**src/rtl/decoder_pipe.sv**
```systemverilog
// Pipelined index decoder (one-hot / thermometer) behind valid/ready with a 2-entry skid buffer.
// Optional macro DEC_ZERO_MASK_EN forces out_vec[0] to 0 in both modes.
module decoder_pipe #(
    parameter int ADDR_W  = 5,
    parameter int NUM_OUT = 32
) (
    input  logic               clock,
    input  logic               reset_n,
    input  logic               in_valid,
    output logic               in_ready,
    input  logic [ADDR_W-1:0]  in_addr,
    input  logic               in_en,
    input  logic               in_mode,
    output logic               out_valid,
    input  logic               out_ready,
    output logic [NUM_OUT-1:0] out_vec,
    output logic               out_oor,
    output logic [7:0]         oor_cnt
);
    typedef enum logic [1:0] {S_EMPTY, S_ONE, S_TWO} state_t;

    localparam logic [ADDR_W:0] NUM_OUT_W = (ADDR_W+1)'(NUM_OUT);

    state_t               state_q, state_d;
    logic                 in_ready_q, in_ready_d;
    logic [NUM_OUT-1:0]   main_vec_q, skid_vec_q;
    logic                 main_oor_q, skid_oor_q;
    logic [7:0]           cnt_q;
    logic                 load_main, load_skid, main_from_skid;
    logic                 in_fire, out_fire;
    logic                 dec_oor;
    logic [NUM_OUT-1:0]   dec_raw, dec_vec;

    assign dec_oor = {1'b0, in_addr} >= NUM_OUT_W;

    // An out-of-range or disabled request gates every bit to zero.
    generate
        for (genvar gi = 0; gi < NUM_OUT; gi++) begin : g_dec
            localparam logic [ADDR_W-1:0] IDX = ADDR_W'(gi);
            assign dec_raw[gi] = !dec_oor && in_en &&
                                 (in_mode ? (IDX <= in_addr) : (IDX == in_addr));
        end
    endgenerate

`ifdef DEC_ZERO_MASK_EN
    assign dec_vec = dec_raw & ~NUM_OUT'(1);
`else
    assign dec_vec = dec_raw;
`endif

    assign in_fire   = in_valid && in_ready_q;
    assign out_valid = (state_q != S_EMPTY);
    assign out_fire  = out_valid && out_ready;

    always_comb begin
        state_d        = state_q;
        load_main      = 1'b0;
        load_skid      = 1'b0;
        main_from_skid = 1'b0;
        case (state_q)
            S_EMPTY: begin
                if (in_fire) begin
                    state_d   = S_ONE;
                    load_main = 1'b1;
                end
            end
            S_ONE: begin
                if (in_fire && out_fire) begin
                    load_main = 1'b1;
                end else if (in_fire) begin
                    state_d   = S_TWO;
                    load_skid = 1'b1;
                end else if (out_fire) begin
                    state_d   = S_EMPTY;
                end
            end
            S_TWO: begin
                if (out_fire) begin
                    state_d        = S_ONE;
                    load_main      = 1'b1;
                    main_from_skid = 1'b1;
                end
            end
            default: state_d = S_EMPTY;
        endcase
        in_ready_d = (state_d != S_TWO);
    end

    always_ff @(posedge clock or negedge reset_n) begin
        if (!reset_n) begin
            state_q    <= S_EMPTY;
            in_ready_q <= 1'b1;
        end else begin
            state_q    <= state_d;
            in_ready_q <= in_ready_d;
        end
    end

    always_ff @(posedge clock or negedge reset_n) begin
        if (!reset_n) begin
            main_vec_q <= '0;
            main_oor_q <= 1'b0;
            skid_vec_q <= '0;
            skid_oor_q <= 1'b0;
            cnt_q      <= 8'd0;
        end else begin
            if (load_main) begin
                main_vec_q <= main_from_skid ? skid_vec_q : dec_vec;
                main_oor_q <= main_from_skid ? skid_oor_q : dec_oor;
            end
            if (load_skid) begin
                skid_vec_q <= dec_vec;
                skid_oor_q <= dec_oor;
            end
            if (in_fire && dec_oor && cnt_q != 8'hFF) begin
                cnt_q <= cnt_q + 8'd1;
            end
        end
    end

    assign in_ready = in_ready_q;
    assign out_vec  = main_vec_q;
    assign out_oor  = main_oor_q;
    assign oor_cnt  = cnt_q;
endmodule
```
**config.mk**
```make
export PLATFORM = sky130hd
export DESIGN_NAME = decoder_pipe
export DESIGN_NICKNAME = d
export VERILOG_FILES = /design/src/rtl/decoder_pipe.sv
export SDC_FILE = /design/constraint.sdc
export NUM_CORES = 1
export LEC_CHECK = 0
export ABC_AREA = 1
export CAP_MARGIN = 20
export CORE_MARGIN = 5
export CORE_UTILIZATION = 43
export CTS_CLUSTER_SIZE = 25
export DETAILED_ROUTE_END_ITERATION = 10
export GPL_ROUTABILITY_DRIVEN = 0
export HOLD_SLACK_MARGIN = 0.06
export PLACE_DENSITY = 0.66
export SLEW_MARGIN = 5
export SYNTH_ARGS = -nofsm -noshare
export SYNTH_HDL_FRONTEND = slang
export SYNTH_SLANG_ARGS = --single-unit
```
**constraint.sdc**
```tcl
create_clock -name clock -period 3.43 [get_ports clock]
set_input_delay 0.5145 -clock clock [delete_from_list [all_inputs] [get_ports clock]]
set_output_delay 0.5145 -clock clock [all_outputs]
set_load 0.02 [all_outputs]
```
==> results.txt <==
The startpoint identified for the worst register-to-register timing path is in_ready$_DFF_PN1_. During synthesis, Yosys emitted a total of 0 warnings. The final layout contains routed wiring with a total length of between 8000 and 9000 um. In the routed design, unresolved DRC markers number 0.

Setup repair after global routing left no endpoint under its margin. The final net count came out at ~540. The type of the worst min-delay path is in -> async.

The total via count after detailed routing came out at approximately 3,200. The clock net in this run drives a total of 67 sinks. The worst reg2reg path depth is 6.

The register clock-pin slew on the reported worst setup and hold paths came out at 70 ps. The number of routed nets with antenna violations is 0. Hold repair after CTS inserted 0 buffers. The library cells used most frequently in the layout, excluding fill and tap cells, are 171 x sky130_fd_sc_hd__nand2_1, 66 x sky130_fd_sc_hd__dfrtp_1, 52 x sky130_fd_sc_hd__nor2_1. The initial antenna violation count came out at 0. The post-route worst setup slack came out at ~1400 ps.

The final hold violation count is 0. The floorplan step defined a die boundary enclosing between 0.01 and 0.015 mm^2. The final cell area excluding filler cells came out at 0.00421 mm^2. The total overflow left after global routing is 0. The number of non-filler instances in the completed layout is ~630. The effective utilization at floorplan is 0.444. The number of setup buffers added after CTS came out at 0. No sink is reached through more buffers than the 2 on the longest clock path. The maximum vdd drop is 0.000403 V. The number of primary I/O pins came out at 54. The leakage component of the power is approximately 2.2 nW. The post-layout total power is roughly 3.2 mW.

The floorplan row count is 33. In this run the power density over the cells is slightly below 800 mW/mm^2. The worst slew margin relative to its limit came out at 0.430.

The critical path data arrival time is around 2300 ps. For this run, the share of the core covered by cells in the final layout is 0.510. The number of iterations in the first detailed-routing pass is 7. Of the synthesized area, sequential elements account for 0.458. The placement-stage cell area came out at 0.00402 mm^2. The pre-CTS setup slack is approximately 1100 ps. Final hold analysis gives a worst-case slack of 325 ps. The detailed router finished its first iteration with ~310 violations. The startpoint of the most critical setup path is in_addr[2]. The setup TNS came out at 0 ps. The maximum fanout encountered on the critical timing path came out at 12. The via density per instance came out at 5.12. The ratio of final minimum period to clock period came out at 0.585.

The average cell area after synthesis is around 7.4 um^2. Post-CTS repair changed the size of 0 cells. The slew at the pin closest to its max-slew limit is ~860 ps. In the final routed layout, each cell accounts on average for 13.8 um. Setup violations remaining at the end of the flow were counted as 0.

The y dimension of the die is roughly 100 um. The antenna diode count is 0. The latest clock arrival within the worst-skew pair came out at ~350 ps.

TritonCTS built the clock tree. For the finished layout, the period the worst path requires is around 2000 ps. Leaving out fill and tap cells, the most frequent cell in the layout is sky130_fd_sc_hd__nand2_1. The synthesized flop and latch total came out at 67. The post-synthesis cell count came out at 494. The number of buffers inserted during clock tree synthesis is 9. The count of distinct cell types in the synthesized netlist came out at 25.

The netlist area before placement came out at 0.00366 mm^2. The combined global-route utilization of all metal layers came out at 0.180. The half-perimeter wire length of the detailed placement result came out at slightly above 6000 um. Entering global routing, the biggest net connects 68 pins.

The global-route wire length before repair is 14,800 um. Timing would allow up to 498 MHz. The cell chosen for the clock root is sky130_fd_sc_hd__clkbuf_8.

The number of global-route vias before repair is 3,069. STA classifies the critical path endpoint as a flop. Buffers placed on the I/O ports in this run total 44. The run finished with clean final reports. The critical path data required time came out at ~3700 ps. The core region is about 0.0083 mm^2. The kind of start point of the critical path is an input pin. The number of maximum-capacitance constraint violations is 0. The critical path is of the in -> reg type. The layout-stage area growth over the synthesis result is 14.9%. The largest clock skew in the final design came out at ~8.4 ps. The die width is slightly above 100 um.

After detailed placement, the design holds a cell count of 619. The count of final max-slew check failures came out at 0. In this run the number of H-tree levels came out at 3.

Of the cells placed in the final design, the portion with a size suffix greater than 1 is 0.0813.
layout make-up:
class,instances,area (um^2)
fillers,839,4050
flip-flops and latches,67,1680
multi-input cells,367,1610
repair buffers,50,480
clock buffers,13,159
well taps,105,131
inverters,30,113
clock inverters,2,35.0
worst max-delay path, cell delays in order:
cell	delay (ps)
sky130_fd_sc_hd__clkdlybuf4s50_1	820
sky130_fd_sc_hd__nand2_1	240
sky130_fd_sc_hd__inv_1	190
sky130_fd_sc_hd__nand3_1	90
sky130_fd_sc_hd__nand2_1	150
sky130_fd_sc_hd__nand3_1	100
sky130_fd_sc_hd__a21oi_1	160
power breakdown:
group	switching (mW)	internal (mW)
Sequential	0.169	1.11
Combinational	0.766	0.543
Clock	0.286	0.371
cells by family after synthesis:
kind of cell | Yosys count | synth area share
and+or+nand+nor | 289 | 0.332
AOI/OAI and AO/OA | 68 | 0.0970
buffers and inverters | 68 | 0.110
DFF | 67 | 0.458
xor gates and xnor gates | 1 | 0.00239
other | 1 | 0.00102
routing by layer:
layer / vias up / wire length, um / track usage
met5: - / 0 / 0
met4: 0 / 129 / 0.0424
met3: 16 / 529 / 0.0587
met2: 102 / 3940 / 0.277
met1: 1517 / 4130 / 0.247
li1: 1613 / - / -
flip-flops by register name, summed over array words and instances (netlist names):
name	cells
out_vec	32
in_ready	1
skid_vec_q	32
state_q	2
synth_stat cells, drive strengths merged:
master,number,area share
clkbuf,1,0.0010
dfstp,1,0.0072
dfrtp,66,0.45
o21ai,27,0.038
a21oi,35,0.048
conb,1,0.0010
nand3,50,0.068
buf,37,0.079
xnor2,1,0.0024
nand2,175,0.18
o211ai,3,0.0061
a31oi,3,0.0051
nand4,2,0.0034
nor2,60,0.074
inv,30,0.031
nor3,2,0.0041
path summary, 6_finish.rpt:
kind                                               to  slack [ps]
min reg2reg                   out_vec[22]$_DFFE_PN0P_         480
max                           out_vec[14]$_DFFE_PN0P_        1420
min                           out_vec[13]$_DFFE_PN0P_         330
max in group asynchronous  skid_vec_q[13]$_DFFE_PN0P_        2500
min in group clock            out_vec[22]$_DFFE_PN0P_         480
max reg2reg                   out_vec[18]$_DFFE_PN0P_        1690
Power figures use the tool's default switching activity.
